File: src/rtl/score_display_scheduler_if.sv
// Score/decoder bundle between game logic, the display scheduler and the shared 7-segment decoder.
// The master drives scores and the load strobe; the slave (scheduler) drives decoder and digit signals.
interface score_display_scheduler_if;
  logic [6:0] p1_score;
  logic [6:0] p2_score;
  logic       score_load;
  logic       score_busy;
  logic [3:0] dec_value;
  logic       dec_update;
  logic [3:0] digit_en;

  modport master (
    output p1_score, p2_score, score_load,
    input  score_busy, dec_value, dec_update, digit_en
  );

  modport slave (
    input  p1_score, p2_score, score_load,
    output score_busy, dec_value, dec_update, digit_en
  );
endinterface

File: src/rtl/score_display_scheduler.sv
// Converts two 0-99 scores to BCD by repeated subtraction and scans them onto a
// 4-digit multiplexed display through one shared decoder, with blank guard time between digits.
module score_display_scheduler #(
  parameter int SHOW_CYCLES   = 50000,
  parameter int BLANK_CYCLES  = 4,
  parameter int LEAD_BLANK    = 1,
  parameter int DIGIT_ACT_LOW = 0
) (
  input logic                      clk,
  input logic                      reset,
  score_display_scheduler_if.slave bus
);
  localparam int MAX_CYC = (SHOW_CYCLES > BLANK_CYCLES) ? SHOW_CYCLES : BLANK_CYCLES;
  localparam int CNT_W   = $clog2(MAX_CYC) + 1;

  localparam logic [0:0] ST_BLANK = 1'b0;
  localparam logic [0:0] ST_SHOW  = 1'b1;

  function automatic logic [6:0] sat99(input logic [6:0] v);
    return (v > 7'd99) ? 7'd99 : v;
  endfunction

  logic [6:0] p1_rem, p2_rem, p1_rem_nxt, p2_rem_nxt;
  logic [3:0] p1_tens, p2_tens, p1_tens_nxt, p2_tens_nxt;
  logic       busy, done;
  logic [3:0] p1_t, p1_o, p2_t, p2_o;

  always_comb begin
    p1_rem_nxt  = p1_rem;
    p2_rem_nxt  = p2_rem;
    p1_tens_nxt = p1_tens;
    p2_tens_nxt = p2_tens;
    if (p1_rem >= 7'd10) begin
      p1_rem_nxt  = p1_rem - 7'd10;
      p1_tens_nxt = p1_tens + 4'd1;
    end
    if (p2_rem >= 7'd10) begin
      p2_rem_nxt  = p2_rem - 7'd10;
      p2_tens_nxt = p2_tens + 4'd1;
    end
    // Commit in the same cycle as the last subtraction so 99 takes exactly 9 busy cycles.
    done = (p1_rem_nxt < 7'd10) && (p2_rem_nxt < 7'd10);
  end

  always_ff @(posedge clk) begin
    if (bus.score_load) begin
      p1_rem  <= sat99(bus.p1_score);
      p2_rem  <= sat99(bus.p2_score);
      p1_tens <= 4'd0;
      p2_tens <= 4'd0;
    end else if (busy) begin
      p1_rem  <= p1_rem_nxt;
      p2_rem  <= p2_rem_nxt;
      p1_tens <= p1_tens_nxt;
      p2_tens <= p2_tens_nxt;
    end
  end

  always_ff @(posedge clk or posedge reset) begin
    if (reset) begin
      busy <= 1'b0;
      p1_t <= 4'd0;
      p1_o <= 4'd0;
      p2_t <= 4'd0;
      p2_o <= 4'd0;
    end else if (bus.score_load) begin
      busy <= 1'b1;
    end else if (busy && done) begin
      busy <= 1'b0;
      p1_t <= p1_tens_nxt;
      p1_o <= p1_rem_nxt[3:0];
      p2_t <= p2_tens_nxt;
      p2_o <= p2_rem_nxt[3:0];
    end
  end

  logic [0:0]       state;
  logic [CNT_W-1:0] count;
  logic [1:0]       slot;
  logic [3:0]       value_sel, en, dec_value, dec_update_unused_pad;
  logic             dec_update, suppress;

  assign dec_update_unused_pad = 4'd0;

  always_comb begin
    case (slot)
      2'd3:    value_sel = p1_t;
      2'd2:    value_sel = p1_o;
      2'd1:    value_sel = p2_t;
      default: value_sel = p2_o;
    endcase
  end

  // Odd slots are tens digits; the held decoder value decides suppression for the whole slot.
  assign suppress = (LEAD_BLANK != 0) && slot[0] && (dec_value == 4'd0);

  // Outputs are registered from the current phase, so the visible scan trails the FSM by one clock.
  always_ff @(posedge clk or posedge reset) begin
    if (reset) begin
      state      <= ST_BLANK;
      count      <= '0;
      slot       <= 2'd3;
      dec_update <= 1'b0;
      dec_value  <= 4'd0;
      en         <= 4'd0;
    end else begin
      dec_update <= (state == ST_BLANK) && (count == '0);
      if ((state == ST_BLANK) && (count == '0))
        dec_value <= value_sel;
      en <= ((state == ST_SHOW) && !suppress) ? (4'b0001 << slot) : 4'b0000;
      if (state == ST_BLANK) begin
        if (count == CNT_W'(BLANK_CYCLES - 1)) begin
          state <= ST_SHOW;
          count <= '0;
        end else begin
          count <= count + 1'b1;
        end
      end else begin
        if (count == CNT_W'(SHOW_CYCLES - 1)) begin
          state <= ST_BLANK;
          count <= '0;
          slot  <= slot - 2'd1;
        end else begin
          count <= count + 1'b1;
        end
      end
    end
  end

  assign bus.score_busy = busy;
  assign bus.dec_value  = dec_value | dec_update_unused_pad;
  assign bus.dec_update = dec_update;
  assign bus.digit_en   = (DIGIT_ACT_LOW != 0) ? ~en : en;
endmodule

File: src/flat_wrapper.sv
// flat-port wrapper written by rule: the top's interface ports become plain ports
module score_display_scheduler_flat 
#(
  parameter int SHOW_CYCLES   = 50000,
  parameter int BLANK_CYCLES  = 4,
  parameter int LEAD_BLANK    = 1,
  parameter int DIGIT_ACT_LOW = 0
)
  (clk, reset, bus_p1_score, bus_p2_score, bus_score_load, bus_score_busy, bus_dec_value, bus_dec_update, bus_digit_en);
  score_display_scheduler_if bus_i ();
  input logic clk;
  input logic reset;
  input wire logic [$bits(bus_i.p1_score)-1:0] bus_p1_score;
  input wire logic [$bits(bus_i.p2_score)-1:0] bus_p2_score;
  input wire logic [$bits(bus_i.score_load)-1:0] bus_score_load;
  output wire logic [$bits(bus_i.score_busy)-1:0] bus_score_busy;
  output wire logic [$bits(bus_i.dec_value)-1:0] bus_dec_value;
  output wire logic [$bits(bus_i.dec_update)-1:0] bus_dec_update;
  output wire logic [$bits(bus_i.digit_en)-1:0] bus_digit_en;
  assign bus_i.p1_score = bus_p1_score;
  assign bus_i.p2_score = bus_p2_score;
  assign bus_i.score_load = bus_score_load;
  assign bus_score_busy = bus_i.score_busy;
  assign bus_dec_value = bus_i.dec_value;
  assign bus_dec_update = bus_i.dec_update;
  assign bus_digit_en = bus_i.digit_en;
  score_display_scheduler #(.SHOW_CYCLES(SHOW_CYCLES), .BLANK_CYCLES(BLANK_CYCLES), .LEAD_BLANK(LEAD_BLANK), .DIGIT_ACT_LOW(DIGIT_ACT_LOW)) u_core (.clk(clk), .reset(reset), .bus(bus_i));
endmodule
File: config.mk
export PLATFORM = sky130hd
export DESIGN_NAME = score_display_scheduler_flat
export DESIGN_NICKNAME = d
export VERILOG_FILES = /design/src/rtl/score_display_scheduler_if.sv /design/src/rtl/score_display_scheduler.sv /design/src/flat_wrapper.sv
export SDC_FILE = /design/constraint.sdc
export NUM_CORES = 1
export LEC_CHECK = 0
export BUFFER_PORTS_ARGS = -buffer_cell sky130_fd_sc_hd__buf_2
export CAP_MARGIN = 20
export CORE_ASPECT_RATIO = 1.75
export CORE_MARGIN = 2
export CORE_UTILIZATION = 50
export DETAILED_ROUTE_END_ITERATION = 10
export GPL_ROUTABILITY_DRIVEN = 1
export PLACE_DENSITY = 0.79
export SLEW_MARGIN = 20
export SYNTH_ARGS = -nofsm -noshare
export SYNTH_HDL_FRONTEND = slang
export SYNTH_SLANG_ARGS = --single-unit
File: constraint.sdc
create_clock -name clk -period 4.18 [get_ports clk]
set_input_delay 1.254 -clock clk [delete_from_list [all_inputs] [get_ports clk]]
set_output_delay 1.254 -clock clk [all_outputs]
set_load 0.01 [all_outputs]
# Word-level counts from Yosys, hierarchy flattened

Cells that the tools add are included.

Register bits: 68
Output and inout bits: 10
Word-level logic and storage cells: 67

Add/subtract/negate cells: 6
Magnitude comparators: 6
Eq/ne operators: 5
Shift-type cells: 1
Mux-type cells: 20
Bitwise operators: 2
Reductions and logical operators: 12

Operator list:

| kind                    | number |
|---|---|
| $mux W7                 | 8 |
| $mux W17                | 3 |
| $add A17 B1 Y17 const B | 1 |
| $eq A17 B16 Y1 const B  | 1 |
| $eq A17 B2 Y1 const B   | 1 |
| $logic_not A17 Y1       | 1 |
| $ge A7 B4 Y1 const B    | 2 |
| $gt A7 B7 Y1 const B    | 2 |
| $lt A7 B4 Y1 const B    | 2 |
| $sub A7 B4 Y7 const B   | 2 |
| $mux W4                 | 3 |
| $pmux W4 S3             | 1 |
| $add A4 B1 Y4 const B   | 2 |
| $logic_and A1 B1 Y1     | 5 |
| $mux W1                 | 5 |
| $eq A2 B2 Y1 const B    | 2 |
| $logic_not A4 Y1        | 1 |
| $reduce_and A2 Y1       | 2 |
| $reduce_bool A2 Y1      | 2 |
| $shl A1 B2 Y4 const A   | 1 |
| $eq A2 B1 Y1 const B    | 1 |
| $not A1 Y1              | 2 |
| $sub A2 B1 Y2 const B   | 1 |
| $logic_not A1 Y1        | 1 |

# Depth between registers and ports, before layout

Word-level depth: 7
Depth in mapped cells: 10
Gate-level depth less buffers: 8

# Least setup slack after synthesis

OpenSTA, ideal clock, no wires.

Kind: input to register
Start: input port bus_score_load
End: register u_core.p1_o[3]
Library setup time: 125 ps
Arrival time: 2565 ps
Required time: 4055 ps
Path slack: 1490 ps
Stages on the path: 6
Cell sequence: clkbuf_1 > nor2b_1 > nand4_1 > nor4_4 > buf_6 > mux2_4

Word-level cells in the longest chain between the ends: 2

RTL lines:

| item                               | line                          | source |
|---|---|---|
| start, declared                    | flat_wrapper.sv:15            | `input wire logic [$bits(bus_i.score_load)-1:0] bus_score_load;` |
| $not A1 Y1 (no source line)        | n/a                           |  |
| $reduce_and A2 Y1 (no source line) | n/a                           |  |
| end signal, assigned               | score_display_scheduler.sv:71 | `p1_o <= p1_rem_nxt[3:0];` |
| end, declared                      | score_display_scheduler.sv:26 | `logic [3:0] p1_t, p1_o, p2_t, p2_o;` |

Every way passes these cells.
A chain may end at the register's enable or synchronous reset.

# Worst setup path in the final report

Start: register u_core.p1_rem[1]
End: register u_core.p1_t[2]

Word-level cells in the longest chain between the ends: 6

RTL lines:

| item                                                 | line                                                         | source |
|---|---|---|
| start, declared                                      | score_display_scheduler.sv:23                                | `logic [6:0] p1_rem, p2_rem, p1_rem_nxt, p2_rem_nxt;` |
| start signal, assigned                               | score_display_scheduler.sv:47                                | `p1_rem <= sat99(bus.p1_score);` |
| start signal, assigned                               | score_display_scheduler.sv:52                                | `p1_rem <= p1_rem_nxt;` |
| $sub A7 B4 Y7 / $ge A7 B4 Y1 (equally long branches) | score_display_scheduler.sv:34, score_display_scheduler.sv:33 |  |
| $mux W7                                              | score_display_scheduler.sv:33                                | `if (p1_rem >= 7'd10) begin` |
| $lt A7 B4 Y1                                         | score_display_scheduler.sv:42                                | `done = (p1_rem_nxt < 7'd10) && (p2_rem_nxt < 7'd10);` |
| $logic_and A1 B1 Y1                                  | score_display_scheduler.sv:42                                |  |
| $logic_and A1 B1 Y1                                  | score_display_scheduler.sv:68                                | `end else if (busy && done) begin` |
| $reduce_and A2 Y1 (no source line)                   | n/a                                                          |  |
| end signal, assigned                                 | score_display_scheduler.sv:70                                | `p1_t <= p1_tens_nxt;` |
| end, declared                                        | score_display_scheduler.sv:26                                |  |

Parallel ways exist; a longest one is shown, timed or not.

==> impl_metrics.ini <==
[run_status]
status = complete, no violations

[power_and_ir_drop]
clkPwrFrac = 0.319
power_w = 0.00235
p_leak_nw = 1.80
p_switching_w = 0.000774
netSwitchingFraction = 0.329
power_density_nw_per_um2 = 580
power_frac_comb = 0.268
power.internal_w = 0.00158
p_seq_frac = 0.413
vdd_drop_max_uv = 344

[cells_and_area]
multi_input_area_um2 = 1700
final_cells = 473
area_delta_synth_final_pct = 13.2
design_area_um2 = 4060
nFillCells = 576
layout.area.seq_um2 = 1730
post-route-util = 0.588
diodes = 0
drive_gt1_frac = 0.170
nets = 411

[flow_run]
maxCapViolCount = 0

[grt]
grt_first_pass_wirelength_mm = 12.4
grt-ovfl-total = 0
grt_pass1_vias = 2750
antenna_found_initial = 0
grt.total_usage = 0.213
grt_max_degree = 47

[cts]
cts_resized = 0
cts_tree = built
cts_sinks = 68
postCtsSetupRepairBufs = 0
root_buffer = clkbuf_16
holdBufCountCts = 0
htree_levels = 3
clock_path_buffers = 2
cts_buffers = 9
clk_latency_ps = 340
clkTransAtPathRegs_ps = 50

[floorplan]
dieArea_um2 = 7890
dieWidth_um = 68.0
core_area_um2 = 6910
rows = 40
ios = 27
start_util = 0.519
die_h_um = 116

[sta]
rsz0062_at_grt = false
final_hold_viol_count = 0
slew_headroom = 0.322
setup_violations = 0
period_share = 0.723
worst_slew_pin_slew_ps = 1010
fin_crit_ps = 3020
finalMaxSlewViolations = 0
timing.fmax_mhz = 331
fin_skew_ps = 5.72
setup_tns_ps = 0

[setup_path]
slowest_delay_ps = 910
cp_slowest_cell = nor4_4
cp-end-kind = flip-flop
cp_top_family = simple AND/OR/NAND/NOR gates
cp.required_ps = 4400
cp.arrival_ps = 3250
cp_cell_sequence = inv_1 > ha_1 > nor2b_1 > nand2_1 > a21oi_1 > o31ai_1 > nor4_4 > mux2_2
worst-path-max-fanout = 15
path_class = flip-flop to flip-flop
timing.critical_path.buf_inv = 1
crit_path_start_kind = flip-flop

[yosys]
netlist.area_leader.share = 0.307
syn_inst = 359
yosysTopAreaCell = dfrtp_1
yosysSeqAreaShare = 0.484
mappedNetlistArea_um2 = 3580
netlist-cell-type-count = 53
syn_area_per_cell_um2 = 9.99
yosysWarnings = 0
yosysMostFrequentCell = dfrtp_1
synthTopCellsByArea = dfrtp_1 31%, edfxtp_1 12%, dfxtp_1 4.5%
yosys-top-cells-count = 44 x dfrtp_1, 38 x nand2_1, 30 x nor2_1
async_flop_share = 0.676
synth.ff_latch_count = 68
synthesis.nets = 386
synth_edf_count = 14
synth_top_flop_cell = dfrtp_1

[placed_design]
gp_congestion = 0.883
dp_hpwl_mm = 5.35
port-buffer-count = 26
place_area_um2 = 3760
place_inst = 457

[detailed_routing]
dr.pass1.iters = 8
via_per_inst = 5.82
drc = 0
dr.first_iter.drc_count = 233
drt-wirelength-per-cell_um = 15.7
ant_nets = 0
drt_wl_total_mm = 7.42
vias = 2754

[min_path]
hold_path.class = flip-flop to flip-flop
==> worst register-to-register path: stages (launching register included) <==
cell	delay (ps)
edfxtp_1	480
inv_1	110
ha_1	270
nor2b_1	330
nand2_1	100
a21oi_1	170
o31ai_1	120
nor4_4	910
mux2_2	430
==> registers in the layout (all words and copies together), names as in the netlist <==
signal                 flops
u_core.bus.dec_update      1
u_core.bus.dec_value       4
u_core.bus.digit_en        4
u_core.bus.score_busy      1
u_core.count              17
u_core.p1_o                4
u_core.p1_rem              7
u_core.p1_t                4
u_core.p1_tens             4
u_core.p2_o                4
u_core.p2_rem              7
u_core.p2_t                4
u_core.p2_tens             4
u_core.slot                2
u_core.state               1
==> layout make-up <==
type	count	share of cell area
sequential	68	0.427
inverter	21	0.0194
clock buffer	11	0.0598
timing repair buffer	28	0.0358
tap	84	0.0259
multi-input combinational	256	0.419
clock inverter	5	0.0126
==> per-layer routing <==
layer	vias to the layer above	wire, um	GRT usage
met5	-	0	0
met4	0	304	0.151
met3	26	324	0.0447
met2	89	4080	0.371
met1	1313	2710	0.218
li1	1326	-	-
==> worst paths after layout <==
kind,startpoint,to,slack (ps),cells past startpoint
hold / removal,u_core.count[11]$_DFF_PP0_,u_core.count[11]$_DFF_PP0_,480,1
min in group asynchronous,reset,u_core.count[0]$_DFF_PP0_,1120,2
setup / recovery,u_core.p1_rem[1]$_DFFE_PN_,u_core.p1_t[2]$_DFFE_PP0P_,1160,8
hold reg to reg,u_core.count[11]$_DFF_PP0_,u_core.count[11]$_DFF_PP0_,480,1
setup reg to reg,u_core.p1_rem[1]$_DFFE_PN_,u_core.p1_t[2]$_DFFE_PP0P_,1160,8
max in group asynchronous,reset,u_core.p1_t[1]$_DFFE_PP0P_,2480,2
==> through the flow <==
stage                     hold WS [ps]  worst slack (ps)
final                              481              1160
after CTS                          483              1150
after global routing               512               925
after detailed placement           472               984
after floorplan                    437              1490
after global placement             453              1050
==> cells in the final DEF, fill, tap and decap left out, types with 3 or more instances in the layout <==
master	count
clkinv_2	3
nor2_1	30
dfrtp_1	44
mux2i_1	6
ha_1	10
buf_2	26
a21oi_1	15
or3_1	4
inv_1	19
a222oi_1	4
o21a_1	3
and3_1	12
nor3_1	9
nor2b_1	3
nand4_1	4
nand3_1	17
nor4_1	5
xnor2_1	15
mux2_4	5
mux2_2	9
nand2_1	38
edfxtp_1	14
clkbuf_16	9
o21ai_0	22
dfxtp_1	8
xor2_1	16
==> cells by family (layout without fill, tap and decap cells) <==
logic type | after synthesis | after routing | share of synthesized area
xor+xnor | 31 | 31 | 0.0757
simple gates | 133 | 133 | 0.188
compound gates | 62 | 62 | 0.110
flops | 68 | 68 | 0.484
mux | 20 | 20 | 0.0660
buf+inv | 35 | 65 | 0.0415
fa+ha+maj | 10 | 10 | 0.0349
==> power groups by stage <==
stage / clock (W) / sequential [W] / combinational [W]
finish: 0.000750 / 0.000973 / 0.000631
global route: 0.000786 / 0.000988 / 0.000708
CTS: 0.000758 / 0.000968 / 0.000630
detailed placement: 0 / 0.000979 / 0.000619
global placement: 0 / 0.000971 / 0.000597
floorplan: 0 / 0.000909 / 0.000536
No activity file was read; power rests on OpenSTA's default activity.
